**src/rtl/mem_access_unit_if.sv**
```systemverilog
// Request/response handshake plus the word-wide memory port of mem_access_unit.
// The slave side is the access unit; the master side is the datapath and memory.
interface mem_access_unit_if;
   logic        req_valid;
   logic        req_ready;
   logic        req_write;
   logic [1:0]  req_size;
   logic        req_unsigned;
   logic [31:0] req_addr;
   logic [31:0] req_wdata;
   logic        resp_valid;
   logic        resp_err;
   logic [31:0] resp_rdata;
   logic        mem_we;
   logic [31:0] mem_a;
   logic [31:0] mem_wd;
   logic [31:0] mem_rd;

   modport slave (
      input  req_valid, req_write, req_size, req_unsigned, req_addr, req_wdata, mem_rd,
      output req_ready, resp_valid, resp_err, resp_rdata, mem_we, mem_a, mem_wd
   );

   modport master (
      output req_valid, req_write, req_size, req_unsigned, req_addr, req_wdata, mem_rd,
      input  req_ready, resp_valid, resp_err, resp_rdata, mem_we, mem_a, mem_wd
   );
endinterface

```
**src/rtl/mem_access_unit.sv**
```systemverilog
// Big-endian byte/halfword/word load-store front end for a word memory with
// combinational read and synchronous write; sub-word stores use read-modify-write.
module mem_access_unit #(
   parameter int MEM_WORDS = 64
) (
   input logic             clk,
   input logic             reset,
   mem_access_unit_if.slave bus
);

   typedef enum logic [1:0] {IDLE, ACCESS, WRITE, RESP} state_t;

   localparam logic [1:0]  SZ_BYTE    = 2'b00;
   localparam logic [1:0]  SZ_HALF    = 2'b01;
   localparam logic [1:0]  SZ_WORD    = 2'b10;
   localparam logic [31:0] ADDR_LIMIT = 32'(4 * MEM_WORDS);

   state_t      state, state_nxt;
   logic        wr_q;
   logic [1:0]  size_q;
   logic        uns_q;
   logic [31:0] addr_q;
   logic [31:0] wdata_q;
   logic [31:0] merged_q;
   logic        err_q;
   logic [31:0] rdata_q;

   function automatic logic req_error(input logic [1:0] size, input logic [31:0] addr);
      logic bad;
      case (size)
         SZ_BYTE: bad = 1'b0;
         SZ_HALF: bad = addr[0];
         SZ_WORD: bad = (addr[1:0] != 2'b00);
         default: bad = 1'b1;
      endcase
      return bad || (addr >= ADDR_LIMIT);
   endfunction

   // Lane 0 is the most significant byte of the word (big-endian).
   function automatic logic [31:0] load_extend(input logic [31:0] word, input logic [1:0] size,
                                               input logic uns, input logic [1:0] ofs);
      logic signed [7:0]  b;
      logic signed [15:0] h;
      logic [31:0]        r;
      b = word[8*(3-ofs) +: 8];
      h = ofs[1] ? word[15:0] : word[31:16];
      case (size)
         SZ_BYTE: r = uns ? {24'd0, b} : 32'(b);
         SZ_HALF: r = uns ? {16'd0, h} : 32'(h);
         default: r = word;
      endcase
      return r;
   endfunction

   function automatic logic [31:0] store_merge(input logic [31:0] word, input logic [31:0] wdata,
                                               input logic [1:0] size, input logic [1:0] ofs);
      logic [31:0] r;
      r = word;
      case (size)
         SZ_BYTE: r[8*(3-ofs) +: 8] = wdata[7:0];
         SZ_HALF: begin
            if (ofs[1]) r[15:0]  = wdata[15:0];
            else        r[31:16] = wdata[15:0];
         end
         default: r = wdata;
      endcase
      return r;
   endfunction

   always_ff @(posedge clk) begin
      if (reset) state <= IDLE;
      else       state <= state_nxt;
   end

   always_comb begin
      state_nxt      = state;
      bus.req_ready  = 1'b0;
      bus.resp_valid = 1'b0;
      bus.mem_we     = 1'b0;
      bus.mem_a      = {addr_q[31:2], 2'b00};
      bus.mem_wd     = wdata_q;
      case (state)
         IDLE: begin
            bus.req_ready = 1'b1;
            if (bus.req_valid)
               state_nxt = req_error(bus.req_size, bus.req_addr) ? RESP : ACCESS;
         end
         ACCESS: begin
            if (wr_q && size_q == SZ_WORD) begin
               bus.mem_we = 1'b1;
               state_nxt  = RESP;
            end else if (wr_q) begin
               state_nxt  = WRITE;
            end else begin
               state_nxt  = RESP;
            end
         end
         WRITE: begin
            bus.mem_wd = merged_q;
            bus.mem_we = 1'b1;
            state_nxt  = RESP;
         end
         RESP: begin
            bus.resp_valid = 1'b1;
            state_nxt      = IDLE;
         end
         default: state_nxt = IDLE;
      endcase
      // A reset landing mid-store must not commit the write.
      if (reset) bus.mem_we = 1'b0;
   end

   assign bus.resp_err   = err_q;
   assign bus.resp_rdata = rdata_q;

   always_ff @(posedge clk) begin
      if (reset) begin
         wr_q     <= 1'b0;
         size_q   <= 2'b00;
         uns_q    <= 1'b0;
         addr_q   <= 32'd0;
         wdata_q  <= 32'd0;
         merged_q <= 32'd0;
         err_q    <= 1'b0;
         rdata_q  <= 32'd0;
      end else begin
         case (state)
            IDLE: begin
               if (bus.req_valid) begin
                  wr_q    <= bus.req_write;
                  size_q  <= bus.req_size;
                  uns_q   <= bus.req_unsigned;
                  addr_q  <= bus.req_addr;
                  wdata_q <= bus.req_wdata;
                  err_q   <= req_error(bus.req_size, bus.req_addr);
                  rdata_q <= 32'd0;
               end
            end
            ACCESS: begin
               if (!wr_q) rdata_q  <= load_extend(bus.mem_rd, size_q, uns_q, addr_q[1:0]);
               else       merged_q <= store_merge(bus.mem_rd, wdata_q, size_q, addr_q[1:0]);
            end
            default: ;
         endcase
      end
   end

endmodule

```
**src/flat_wrapper.sv**
```systemverilog
// flat-port wrapper written by rule: the top's interface ports become plain ports
module mem_access_unit_flat 
#(
   parameter int MEM_WORDS = 64
)
  (clk, reset, bus_req_valid, bus_req_write, bus_req_size, bus_req_unsigned, bus_req_addr, bus_req_wdata, bus_mem_rd, bus_req_ready, bus_resp_valid, bus_resp_err, bus_resp_rdata, bus_mem_we, bus_mem_a, bus_mem_wd);
  mem_access_unit_if bus_i ();
  input logic clk;
  input logic reset;
  input wire logic [$bits(bus_i.req_valid)-1:0] bus_req_valid;
  input wire logic [$bits(bus_i.req_write)-1:0] bus_req_write;
  input wire logic [$bits(bus_i.req_size)-1:0] bus_req_size;
  input wire logic [$bits(bus_i.req_unsigned)-1:0] bus_req_unsigned;
  input wire logic [$bits(bus_i.req_addr)-1:0] bus_req_addr;
  input wire logic [$bits(bus_i.req_wdata)-1:0] bus_req_wdata;
  input wire logic [$bits(bus_i.mem_rd)-1:0] bus_mem_rd;
  output wire logic [$bits(bus_i.req_ready)-1:0] bus_req_ready;
  output wire logic [$bits(bus_i.resp_valid)-1:0] bus_resp_valid;
  output wire logic [$bits(bus_i.resp_err)-1:0] bus_resp_err;
  output wire logic [$bits(bus_i.resp_rdata)-1:0] bus_resp_rdata;
  output wire logic [$bits(bus_i.mem_we)-1:0] bus_mem_we;
  output wire logic [$bits(bus_i.mem_a)-1:0] bus_mem_a;
  output wire logic [$bits(bus_i.mem_wd)-1:0] bus_mem_wd;
  assign bus_i.req_valid = bus_req_valid;
  assign bus_i.req_write = bus_req_write;
  assign bus_i.req_size = bus_req_size;
  assign bus_i.req_unsigned = bus_req_unsigned;
  assign bus_i.req_addr = bus_req_addr;
  assign bus_i.req_wdata = bus_req_wdata;
  assign bus_i.mem_rd = bus_mem_rd;
  assign bus_req_ready = bus_i.req_ready;
  assign bus_resp_valid = bus_i.resp_valid;
  assign bus_resp_err = bus_i.resp_err;
  assign bus_resp_rdata = bus_i.resp_rdata;
  assign bus_mem_we = bus_i.mem_we;
  assign bus_mem_a = bus_i.mem_a;
  assign bus_mem_wd = bus_i.mem_wd;
  mem_access_unit #(.MEM_WORDS(MEM_WORDS)) u_core (.clk(clk), .reset(reset), .bus(bus_i));
endmodule
```
**config.mk**
```make
export PLATFORM = sky130hd
export DESIGN_NAME = mem_access_unit_flat
export DESIGN_NICKNAME = d
export VERILOG_FILES = /design/src/rtl/mem_access_unit_if.sv /design/src/rtl/mem_access_unit.sv /design/src/flat_wrapper.sv
export SDC_FILE = /design/constraint.sdc
export NUM_CORES = 1
export LEC_CHECK = 0
export CORE_UTILIZATION = 51
export DETAILED_ROUTE_END_ITERATION = 7
export GPL_TIMING_DRIVEN = 0
export PLACE_DENSITY = 0.85
export SLEW_MARGIN = 20
export SYNTH_ARGS = -nofsm -noshare
export SYNTH_HDL_FRONTEND = slang
export SYNTH_SLANG_ARGS = --single-unit
```
**constraint.sdc**
```tcl
create_clock -name clk -period 6.11 [get_ports clk]
set_clock_uncertainty 0.2 [all_clocks]
set_input_delay 1.222 -clock clk [delete_from_list [all_inputs] [get_ports clk]]
set_output_delay 1.222 -clock clk [all_outputs]
set_load 0.01 [all_outputs]
```
Word-level counts from Yosys, hierarchy flattened
Cells that the tools add are included.
{"block": "word_totals", "reg_bits": 135, "latchBits": 0, "mem_bits_rw": 0, "mem_bits_ro": 0, "in_bits": 103, "output_inout_bits": 100, "wordCells": 61, "n_memories": 0}
{"block": "op_classes", "n_addsub": 2, "n_mul": 0, "n_div": 0, "n_lt_le_gt_ge": 1, "n_eq_ne": 9, "shifts": 3, "n_mux": 26, "bitwise_logic": 0, "n_reduce_logical": 11}
{"operator": "32-bit case mux with 2 select lines", "n": 3}
{"operator": "32-bit 2-to-1 mux", "n": 5}
{"operator": "16-bit 2-to-1 mux", "n": 3}
{"operator": "32-bit negation with 34-bit output", "n": 1}
{"operator": "8-bit by 34-bit variable shift with 32-bit output (first input constant)", "n": 1}
{"operator": "8-bit by 34-bit variable part select with 32-bit output", "n": 1}
{"operator": "32-bit by 33-bit variable part select with 8-bit output", "n": 1}
{"operator": "32-bit bitwise mux", "n": 1}
{"operator": "32-bit by 9-bit greater-or-equal comparator with 1-bit output (second input constant)", "n": 1}
{"operator": "2-bit == test (second input constant)", "n": 4}
{"operator": "1-bit 2-to-1 mux", "n": 8}
{"operator": "2-bit case mux with 4 select lines", "n": 1}
{"operator": "2-bit by 1-bit == test with 1-bit output (second input constant)", "n": 3}
{"operator": "2-bit zero test", "n": 3}
{"operator": "2-bit 2-to-1 mux", "n": 3}
{"operator": "2-bit inequality test (second input constant)", "n": 2}
{"operator": "2-bit AND reduction", "n": 2}
{"operator": "2-bit nonzero test", "n": 2}
{"operator": "1-bit case mux with 3 select lines", "n": 1}
{"operator": "3-bit AND reduction", "n": 1}
{"operator": "2-bit by 2-bit subtractor with 3-bit output (first input constant)", "n": 1}
{"operator": "1-bit logical OR", "n": 2}
{"operator": "1-bit case mux with 2 select lines", "n": 1}
{"operator": "1-bit logical AND", "n": 1}

Longest topological paths before layout
{"block": "logic_depth", "word_depth": 8, "ltp_mapped": 9, "depth_no_buf": 6}

Worst setup path before layout
OpenSTA, ideal clock, no wires.
{"block": "synth_path", "path_kind": "input port to output port", "from": "input reset", "to": "output bus_mem_we", "arrival_time_ps": 1935, "required_time_ps": 4688, "slack_ps": 2753, "stages": 3, "n_path_buf": 2, "path_cell_list": "buf_2 > clkbuf_1 > nor3b_1"}
{"block": "synth_between", "elab_chain_cells": 1}
{"item": "start, declared", "line": "flat_wrapper.sv:9", "text": "input logic reset;"}
{"item": "1-bit 2-to-1 mux", "line": "mem_access_unit.sv:110", "text": "if (reset) bus.mem_we = 1'b0;"}
{"item": "end, declared", "line": "flat_wrapper.sv:21", "text": "output wire logic [$bits(bus_i.mem_we)-1:0] bus_mem_we;"}
No other way between the ends.

Final worst setup path
{"block": "layout_path", "from": "register u_core.state[0]", "to": "output bus_mem_we"}
{"block": "layout_between", "elab_chain_cells": 3, "elab_cells_between_ends": 4, "cone_classes": "eq/ne: 2; mux: 2"}
{"item": "start, declared", "line": "mem_access_unit.sv:18", "text": "state_t state, state_nxt;"}
{"item": "start signal, assigned", "line": "mem_access_unit.sv:72", "text": "else state <= state_nxt;"}
{"item": "2-bit == test / 2-bit by 1-bit == test with 1-bit output (equally long branches)", "line": "mem_access_unit.sv:82", "text": "case (state)"}
{"item": "1-bit case mux with 2 select lines *", "line": "mem_access_unit.sv:82"}
{"item": "1-bit 2-to-1 mux *", "line": "mem_access_unit.sv:110"}
Mark *: on every way between the ends. The rest lies on a longest branch, timed or not.

==> results.txt <==
----------------------------------------------------
[Routing]
  Average vias per placed instance ... just under 6
  Number of remaining DRC errors ... 0
  Routed wire length ... ~23000 µm
  1st-iter DRT viols ... between 600 and 700
  Average wire per standard cell ... ~19 µm
  Antenna-violating nets left ... 0
  Overall via count from detail_route ... about 7100
  Number of search-and-repair iterations in the first detailed-routing pass ... 6

[Finish]
  Fraction of layout cells with a size suffix above 1 ... 0.132
  P&R area growth vs syn ... 42.0%
  # nets final ... around 1100
  Antenna Cells ... 0
  Count of non-filler cells in the finished layout ... between 1000 and 1500
  Final core utilization ... 0.752

[Setup path]
  Largest stage delay on the critical path ... ~0.59 ns
  Worst Path Class, Setup ... reg -> out
  Worst reg2reg endpoint ... u_core.merged_q[28]
  Crit path buffers/inverters ... 4
  Flop2flop setup slack ... roughly 3.2 ns
  Cell with the most instances on the worst path ... clkbuf_1
  Crit Reg-Reg Startpoint ... u_core.addr_q[1]
  Kind of cell adding the most delay to the critical path ... buffers and inverters
  Top fanout value on the critical path ... 10
  Cells along the critical path ... inv_1 -> ha_1 -> clkbuf_1 -> clkbuf_1 -> a31oi_1 -> nor3b_1 -> clkdlybuf4s50_1
  Data arrival time at the worst-slack endpoint ... 2.82 ns
  Required arrival time at the worst endpoint ... roughly 4.7 ns
  Slowest stage cell, crit path ... clkdlybuf4s50_1
  R2R cell count ... 8
  Critical path capture point type ... primary output
  Worst Setup Start Kind ... register

[Clocking]
  Sinks on the clock net ... ~140
  Clock-pin transition on the worst setup and hold timing paths ... approximately 0.060 ns
  Hold-fix buffer count after cts ... 0
  Postcts setup bufs ... 0
  PostCTS Resize Cnt ... 0
  Clock Latency Late Sink ... about 0.43 ns
  Total clock buffers created by CTS ... 17
  Worst-case clock buffer depth ... 2
  CTS root buf ... clkbuf_16
  TritonCTS clock tree ... built
  H-Tree Level Count ... 4

[Timing]
  Final-layout setup total negative slack ... 0 ns
  Slew margin rel. ... 0.506
  Transition time of the tightest slew-check pin ... between 0.7 and 0.8 ns
  Max Freq ... between 200 and 250 MHz
  Final hold violation count ... 0
  Final critical-path share of the clock period ... 0.695
  Shortest period the worst path allows ... between 4 and 5 ns
  Final setup slack of the worst path ... about 1.9 ns
  RSZ-0062 raised after global routing ... false
  Final setup violation count ... 0
  Number of slew-limit violations in the final report ... 0

[Flow run]
  Maximum capacitance violations ... 0

[Hold path]
  Class of the most critical hold timing path ... reg -> reg
  Hold-critical path endpoint ... u_core.addr_q[21]
  Hold Crit Depth ... 2
  Startpoint of the tightest hold check path ... u_core.addr_q[21]

[GRT]
  Global router's overall resource usage ... 0.348
  Antenna violations before repair ... 0
  Wire length of the first global-routing pass ... roughly 36000 µm
  Maximum number of pins on one net before global-route repair ... 17
  GRT Residual Overflow ... 0
  Number of global-route vias before repair ... 6961

[Power and ir drop]
  Net switching fraction of the power ... 0.345
  Sequential cell fraction of total power ... 0.318
  Power Density ... approximately 380 mW/mm²
  Combinational group share of total power ... 0.384
  Proportion of power drawn by the clock network ... 0.297
  Total leakage power ... approximately 3.5 nW
  Switching Power ... 1.26 mW
  Int Power ... roughly 2.4 mW
  Total power ... ~3.7 mW
  Maximum resistive drop on vdd ... around 0.23 mV

[Placed design]
  PortBufs ... between 150 and 200
  Final RePlAce weighted congestion ... slightly above 0.9
  Pre-CTS setup slack ... around 2.0 ns
  Detail Placement HPWL ... 16900 µm
  Placed cell count ... roughly 1200

[Run status]
  Run status ... finished, final reports clean

[Synth]
  Library cells used by synthesis ... 52
  Synth Warn # ... 0
  Most common flop cell mapped by yosys ... dfxtp_1
  Synth Cell Area ... approximately 0.0068 mm²
  Post-synthesis sequential area ratio ... 0.399
  Cells after synthesis ... approximately 790
  Syn_area_per_cell ... ~8.6 µm²
  Cells taking the most area after synthesis ... dfxtp_1, nand2_1, a21oi_1
  Flip-flop and latch count after synthesis ... around 140
  Most area-hungry cell type in the Yosys netlist ... dfxtp_1
  Share of synthesized flip-flops with an asynchronous set or reset ... 0
  EDFF count, synth ... 0
  Proportion of netlist area held by the largest area contributor ... 0.399

[Die]
  Initial core utilization ... 0.530
  Boundary pin count ... between 200 and 250
  Die area ... 0.0137 mm²
  Row count ... 41
  Die Height ... 117 µm
  Area of the core ... around 0.013 mm²
  Horizontal extent of the die ... 117 µm

----------------------------------------------------
power by group through the flow:
| stage | Combinational [mW] | Clock, mW | Sequential [mW] |
|---|---|---|---|
| after global placement | 1.36 | 0 | 1.17 |
| after global routing | 1.53 | 1.14 | 1.18 |
| after detailed placement | 1.38 | 0 | 1.17 |
| after CTS | 1.40 | 1.09 | 1.16 |
| after floorplan | 0.831 | 0 | 1.14 |
| final | 1.41 | 1.09 | 1.17 |
synthesized netlist by cell type (all sizes together) (2+ instances only):
cell and number:
nor3 36, a221o 40, a21oi 99, buf 62, o2bb2ai 18, nor3b 3
mux2 36, o21a 7, nor2 43, nor2b 2, a2bb2oi 2, and2 6
dfxtp 135, nand3b 2, inv 9, a221oi 24, nand3 2, nor4b 3
nand2 141, mux2i 17, o21ai 17, nor4 7, a22o 10, a211oi 8
ha 9, clkbuf 34
through the flow:
stage	cell area (µm²)	hold WS, ns
2_1_floorplan	6770	0.237
3_3_place_gp	8980	0.242
3_5_place_dp	8980	0.246
4_1_cts	9610	0.255
5_1_grt	9610	0.268
6_report	9610	0.254
cell type report:
class                   instances  area [µm²]
fillers                       958        3160
well taps                     172         215
clock buffers                  19         453
clock inverters                13         178
repair buffers                199        1990
flip-flops and latches        135        2700
multi-input cells             550        3520
plain buffers                  96         514
inverters                       9        33.8
worst reg2reg max path, stage by stage, from the launching register on:
cell and delay (ns):
dfxtp_1 0.38, buf_2 0.21, buf_2 0.26, inv_1 0.20, ha_1 0.37, nor4b_2 0.64, a221o_1 0.30, a221oi_1 0.09
nor3_1 0.18
flip-flops by register name (all words and copies together), names as in the netlist:
signal and cells:
u_core.wr_q 1, u_core.merged_q 32, u_core.size_q 2, u_core.bus.resp_rdata 32, u_core.state 2, u_core.wdata_q 32, u_core.addr_q 32, u_core.uns_q 1
u_core.bus.resp_err 1
routing by layer:
metal	up-vias	part of all wire	track usage	routed length, µm
met3	73	0.12	0.113	2630
met2	416	0.46	0.565	10600
met1	3284	0.39	0.417	8800
met4	0	0.035	0.168	795
met5	-	0	0	0
li1	3291	-	-	-
cells by family (layout without fill, tap and decap cells):
| kind of cell | Yosys count | after routing | synth area share |
|---|---|---|---|
| and+or+nand+nor | 253 | 253 | 0.172 |
| muxes | 54 | 54 | 0.0889 |
| DFF | 135 | 135 | 0.399 |
| buffers and inverters | 105 | 336 | 0.0810 |
| AOI/OAI and AO/OA | 232 | 232 | 0.241 |
| other | 1 | 2 | 0.000554 |
| adders and majority gates | 9 | 9 | 0.0166 |
worst max-delay path by stage:
| stage | depth (start not counted) | to | start |
|---|---|---|---|
| floorplan | 3 | bus_mem_we | reset |
| global placement | 4 | bus_mem_we | reset |
| detailed placement | 4 | bus_mem_we | reset |
| CTS | 7 | bus_mem_we | u_core.state[0] |
| global route | 7 | bus_mem_we | u_core.state[0] |
| finish | 7 | bus_mem_we | u_core.state[0] |
layout by cell type, fill, tap and decap left out, drive strengths merged, types with 2 or more instances in the layout:
master / netlist / routed
a211oi: 8 / 8
a21oi: 99 / 99
a221o: 40 / 40
a221oi: 24 / 24
a22o: 10 / 10
a2bb2oi: 2 / 2
and2: 6 / 6
buf: 62 / 62
bufinv: 0 / 4
clkbuf: 34 / 53
clkdlybuf4s50: 0 / 199
clkinv: 0 / 7
clkinvlp: 0 / 2
conb: 1 / 2
dfxtp: 135 / 135
ha: 9 / 9
inv: 9 / 9
mux2: 36 / 36
mux2i: 17 / 17
nand2: 141 / 141
nand3: 2 / 2
nand3b: 2 / 2
nor2: 43 / 43
nor2b: 2 / 2
nor3: 36 / 36
nor3b: 3 / 3
nor4: 7 / 7
nor4b: 3 / 3
o21a: 7 / 7
o21ai: 17 / 17
o2bb2ai: 18 / 18
(Power assumes the default switching activity.)
==> RTL change 1: new RTL, same settings <==
Re-encode `state_t` (4 states) as one-hot, 4 bits wide.
--- a/src/rtl/mem_access_unit.sv
+++ b/src/rtl/mem_access_unit.sv
@@ -10,3 +10,3 @@
 
-   typedef enum logic [1:0] {IDLE, ACCESS, WRITE, RESP} state_t;
+   typedef enum logic [3:0] {IDLE = 4'b0001, ACCESS = 4'b0010, WRITE = 4'b0100, RESP = 4'b1000} state_t;
 
Behaviour: same outputs for any inputs over 4 cycles, from zero or initial values and one cycle with reset high; so few cycles prove little.
==> RTL change 1 against the unedited design <==
Synthesized cell count is 5.2% higher. Routed wire length is 0.75% lower. Final area rose by 3.6%. Critical path type unchanged. Sequential cell count rose by 2. Setup slack gained 78 ps. Worst hold slack better by 2.9 ps. Fmax is 1.9% higher. Synthesized area rose by 6.2%. Highest routed layer unchanged.
Power is not compared: it rests on default switching activity, and its combinational part moved more than twofold at a synthesized area within 25%.
==> RTL change 1: results (changes against the unedited design) <==
Global route
  – GR Util met2: 51.36% (-5.1 points)
  – Vias in the first global route: 6851 (-1.6%)
  – Largest net degree at the start of global routing: 17 (unchanged)
  – First-pass GRT wire length: 35310 microns (-1.7%)
  – M1 GR Usage: 38.22% (-3.4 points)
  – Met3 global-route usage: 8.774% (-2.5 points)
  – Tot GR Track Use: 31.57% (-3.3 points)
  – Initial antenna violation count: 0 (unchanged)

Drt
  – Wire per inst: 18.24 microns (-4.6%)
  – Top Layer Used: met4
  – Wire length on met1: 9048 microns (+2.9%)
  – First drt pass iteration count: 7 (+1)
  – WL met2: 10250 microns (-3.1%)
  – 1st-iter DRT viols: 628 (-9.5%)
  – Avg Vias per Cell: 5.870 (-0.86%)
  – Met3 wire len: 2363 microns (-10%)

Setup path
  – CP max FO: 10 (unchanged)
  – Worst EP arrival: 2740 ps (-80 ps)
  – FF-to-FF setup slack: 3130 ps (-80 ps)
  – Reg2reg end: u_core.merged_q[16]
  – Worst-case reg-to-reg path depth: 9 (+1)

Cells and area
  – Share of cells above drive strength 1: 15.17% (+2.0 points)
  – Final Non-Filler Cells: 1241 (+4.0%)
  – Final antenna diode count: 0 (unchanged)

Placed design
  – Post-DP HPWL: 16820 microns (-0.23%)
  – GPL Wtd Cong: 0.9480 (+2.5%)

Worst hold path
  – Hold Crit Start: u_core.addr_q[25]
  – Endpoint, Worst Hold: u_core.addr_q[25]
  – Hold depth: 2 (unchanged)

Pwr
  – P_leak: 3.699 nW
  – Seq pwr: 0.946 mW
  – Cell-internal power: 1.747 mW

Timing
  – Slew @ Worst Pin: 677.2 ps (-61.78 ps)

Clocking
  – CTS clk-pin slew, worst paths: 50 ps
  – CTS resizes: 0 (unchanged)
  – Clk Latency, worst-skew pair: 430 ps (about the same)
  – Postcts setup bufs: 0 (unchanged)
  – Root Buffer: clkbuf_16

Status
  – Status: completed

Synthesis
  – Share of synthesized area spent on multiplexers: 10.36% (+1.5 points)
  – Compound-cell area share of the yosys netlist: 23.30% (-0.84 points)
  – Syn Inst Count: 830 (+5.2%)
  – Top post-synthesis cells by count: nand2_1 (156), dfxtp_1 (137), a21oi_1 (87)
  – Synth unique cells: 54 (+3.8%)
  – Area contributors post-synth: dfxtp_1 (38%), nand2_1 (8.1%), mux2_2 (6.4%)
  – Ys async rst share: 0% (unchanged)
  – Register area share after synthesis: 38.15% (-1.8 points)
  – Adder-Cell Fraction of Synth Area: 0.8702% (-0.79 points)
-- RTL change 1: worst max path at each step --
stage / startpoint / end / slack (ps) / cells past startpoint
2_1_floorplan: reset / bus_mem_we / 2810 / 3
3_3_place_gp: reset / bus_mem_we / 2030 / 4
3_5_place_dp: reset / bus_mem_we / 1990 / 4
4_1_cts: u_core.state[2] / bus_mem_wd[17] / 1960 / 6
5_1_grt: u_core.state[2] / bus_mem_wd[13] / 1830 / 6
6_report: u_core.state[2] / bus_mem_wd[18] / 1940 / 6
-- RTL change 1: logic make-up (layout without fill, tap and decap cells) --
kind of cell	Yosys count	after routing
flops	137	137
other cells	1	2
buf+inv	119	349
fa+ha+maj	5	5
mux	68	68
compound gates	222	222
simple gates	278	278
-- RTL change 1: per-stage QoR --
| step | area, sq um | hold WS (ps) | setup slack (ps) | util, % |
|---|---|---|---|---|
| 6_report | 9956 | 256.8 | 1944 | 72.00 |
| 5_1_grt | 9956 | 272.9 | 1830 | 72.00 |
| 4_1_cts | 9956 | 255.0 | 1956 | 72.00 |
| 3_5_place_dp | 9410 | 247.5 | 1985 | 68.06 |
| 3_3_place_gp | 9410 | 241.8 | 2034 | 68.06 |
| 2_1_floorplan | 7193 | 236.7 | 2809 | - |
-- RTL change 1: area by class of cell --
type	instances	area [sq um]
plain buffers	112	616.8
fillers	1056	3871
repair buffers	199	1992
flip-flops and latches	137	2743
clock buffers	29	510.5
inverters	7	26.28
clock inverters	2	35.03
well taps	180	225.2
multi-input cells	575	3807
-- RTL change 1: worst max-delay path, cell delays in order, from the launching register on --
cell,delay [ps]
dfxtp_1,310
buf_2,220
nand2b_1,120
nor3_2,380
buf_2,410
mux2_2,380
clkdlybuf4s50_1,500
==> RTL change 2: new RTL, same flow settings <==
Made on the original files. `MEM_WORDS` is set to 64 in 2 places; all go to 32.
--- a/src/rtl/mem_access_unit.sv
+++ b/src/rtl/mem_access_unit.sv
@@ -3,3 +3,3 @@
 module mem_access_unit #(
-   parameter int MEM_WORDS = 64
+   parameter int MEM_WORDS = 32
 ) (
--- a/src/flat_wrapper.sv
+++ b/src/flat_wrapper.sv
@@ -3,3 +3,3 @@
 #(
-   parameter int MEM_WORDS = 64
+   parameter int MEM_WORDS = 32
 )
Formal check against the unedited RTL: not equivalent (a bounded check fails within 4 cycles, from zero or initial values and one cycle with reset high).
==> RTL change 2 against the unedited design <==
Critical path depth unchanged. Critical endpoint unchanged. Final area is 1.9% higher. Combinational power is 5% higher. Synthesized area up 2.8%. Sequential cell count unchanged. Total power grew 0.74%. Routed wire length grew 4.5%. Setup slack got worse by 170 ps. Critical path type unchanged. Via count up 4.6%.
==> RTL change 2: results (changes against the unedited design) <==
Global route
  – Tot GR Track Use: 33.47% (-1.4 points)
  – Vias in the first global route: 7016 (+0.79%)
  – First-pass GRT wire length: 36740 microns (+2.3%)

Drt
  – Via count: 7386 (+4.6%)
  – 1st-iter DRT viols: 877 (+26%)
  – Wire per inst: 19.41 microns (+1.5%)

Setup path
  – FF-to-FF setup slack: 3290 ps (+80 ps)
  – Critical R2R Launch: u_core.addr_q[1]
  – CP max FO: 10 (unchanged)
  – Reg2reg end: u_core.merged_q[28]
  – Worst EP arrival: 2990 ps (+170 ps)

Pwr
  – P_leak: 3.575 nW (+1.0%)
  – VDD IR max: 290.6 uV (+28%)
  – Switching Share: 35.34% (+0.86 points)

Placed design
  – Pre-CTS setup slack: 2074 ps (+51.29 ps)
  – Post-Place Cell Area: 9175 sq um (+2.2%)
  – GPL Wtd Cong: 0.9638 (+4.2%)
  – Post-DP HPWL: 17410 microns (+3.3%)

Cells and area
  – Share of cells above drive strength 1: 12.55% (-0.67 points)
  – NumNets Final: 1151 (+2.8%)

Synthesis
  – Area contributors post-synth: dfxtp_1 (39%), nand2_1 (7.7%), a21oi_1 (7.2%)
  – Top post-synthesis cells by count: nand2_1 (143), dfxtp_1 (135), a21oi_1 (100)
  – Register area share after synthesis: 38.83% (-1.1 points)
  – Synth unique cells: 48 (-7.7%)

Worst hold path
  – Endpoint, Worst Hold: u_core.addr_q[14]
  – Min-delay worst type: register to register
  – Hold Crit Start: u_core.addr_q[14]
  – Hold depth: 2 (unchanged)

Timing
  – Slew @ Worst Pin: 962.3 ps (+223.3 ps)

Clocking
  – Clk Latency, worst-skew pair: 430 ps (about the same)
  – CTS resizes: 0 (unchanged)
  – Root Buffer: clkbuf_16
  – Clk buf depth: 2 (unchanged)

Status
  – Status: completed
## RTL change 2: changes by cell type in the layout (fill, tap and decap cells not counted), moves of 6 or more
cell	delta
clkbuf_1	+11
a211oi_1	+7
nor2b_1	+7
mux2i_1	+6
## RTL change 2: area by class of cell
class,count,area (sq um)
plain buffers,105,559.3
clock buffers,21,470.5
clock inverters,11,147.6
fillers,1003,3502
inverters,10,37.54
multi-input cells,571,3664
flip-flops and latches,135,2703
well taps,176,220.2
repair buffers,199,1992
## RTL change 2: power by group through the flow
| stage | Combinational [mW] | Sequential [mW] | Clock (mW) |
|---|---|---|---|
| after floorplan | 0.866 | 1.14 | 0 |
| after global routing | 1.58 | 1.15 | 1.12 |
| after CTS | 1.46 | 1.14 | 1.07 |
| after global placement | 1.42 | 1.15 | 0 |
| after detailed placement | 1.44 | 1.16 | 0 |
| final | 1.48 | 1.14 | 1.07 |
## RTL change 2: critical path, cell delays in order, from the launching register on
cell and delay [ps]:
dfxtp_1 350, inv_1 110, ha_1 170, clkbuf_1 370, clkbuf_1 610, a31oi_1 130
nor3b_1 240, clkdlybuf4s50_1 580
## RTL change 2: layer usage
layer	track usage [%]	share of wire (%)
met1	40.95	39
met2	53.69	46
met3	10.44	12
met4	15.35	3.9
met5	0	0
## RTL change 2: how the worst max path moves through the flow
| stage | to | slack (ps) | cells after the start |
|---|---|---|---|
| 6_report | bus_mem_we | 1700 | 7 |
| 5_1_grt | bus_mem_we | 1580 | 7 |
| 4_1_cts | bus_mem_we | 1760 | 7 |
| 3_5_place_dp | bus_mem_we | 2070 | 4 |
| 3_3_place_gp | bus_mem_we | 2070 | 4 |
| 2_1_floorplan | bus_mem_we | 2750 | 3 |
## RTL change 2: cells by family after synthesis
logic type / Yosys count / share of synthesized area [%]
fa+ha+maj: 9 / 1.618
mux: 59 / 9.313
other cells: 1 / 0.05389
flops: 135 / 38.83
simple gates: 253 / 16.50
compound gates: 248 / 25.10
buf+inv: 115 / 8.576
## RTL change 2: through the flow
step	total power [mW]	std cells	hold WS [ps]	utilization (%)
finish	3.689	1228	253.5	73.66
global route	3.854	1228	270.2	73.66
CTS	3.663	1228	254.3	73.66
detailed placement	2.592	1196	246.6	69.01
global placement	2.573	1196	241.0	69.01
floorplan	2.004	821	236.7	-
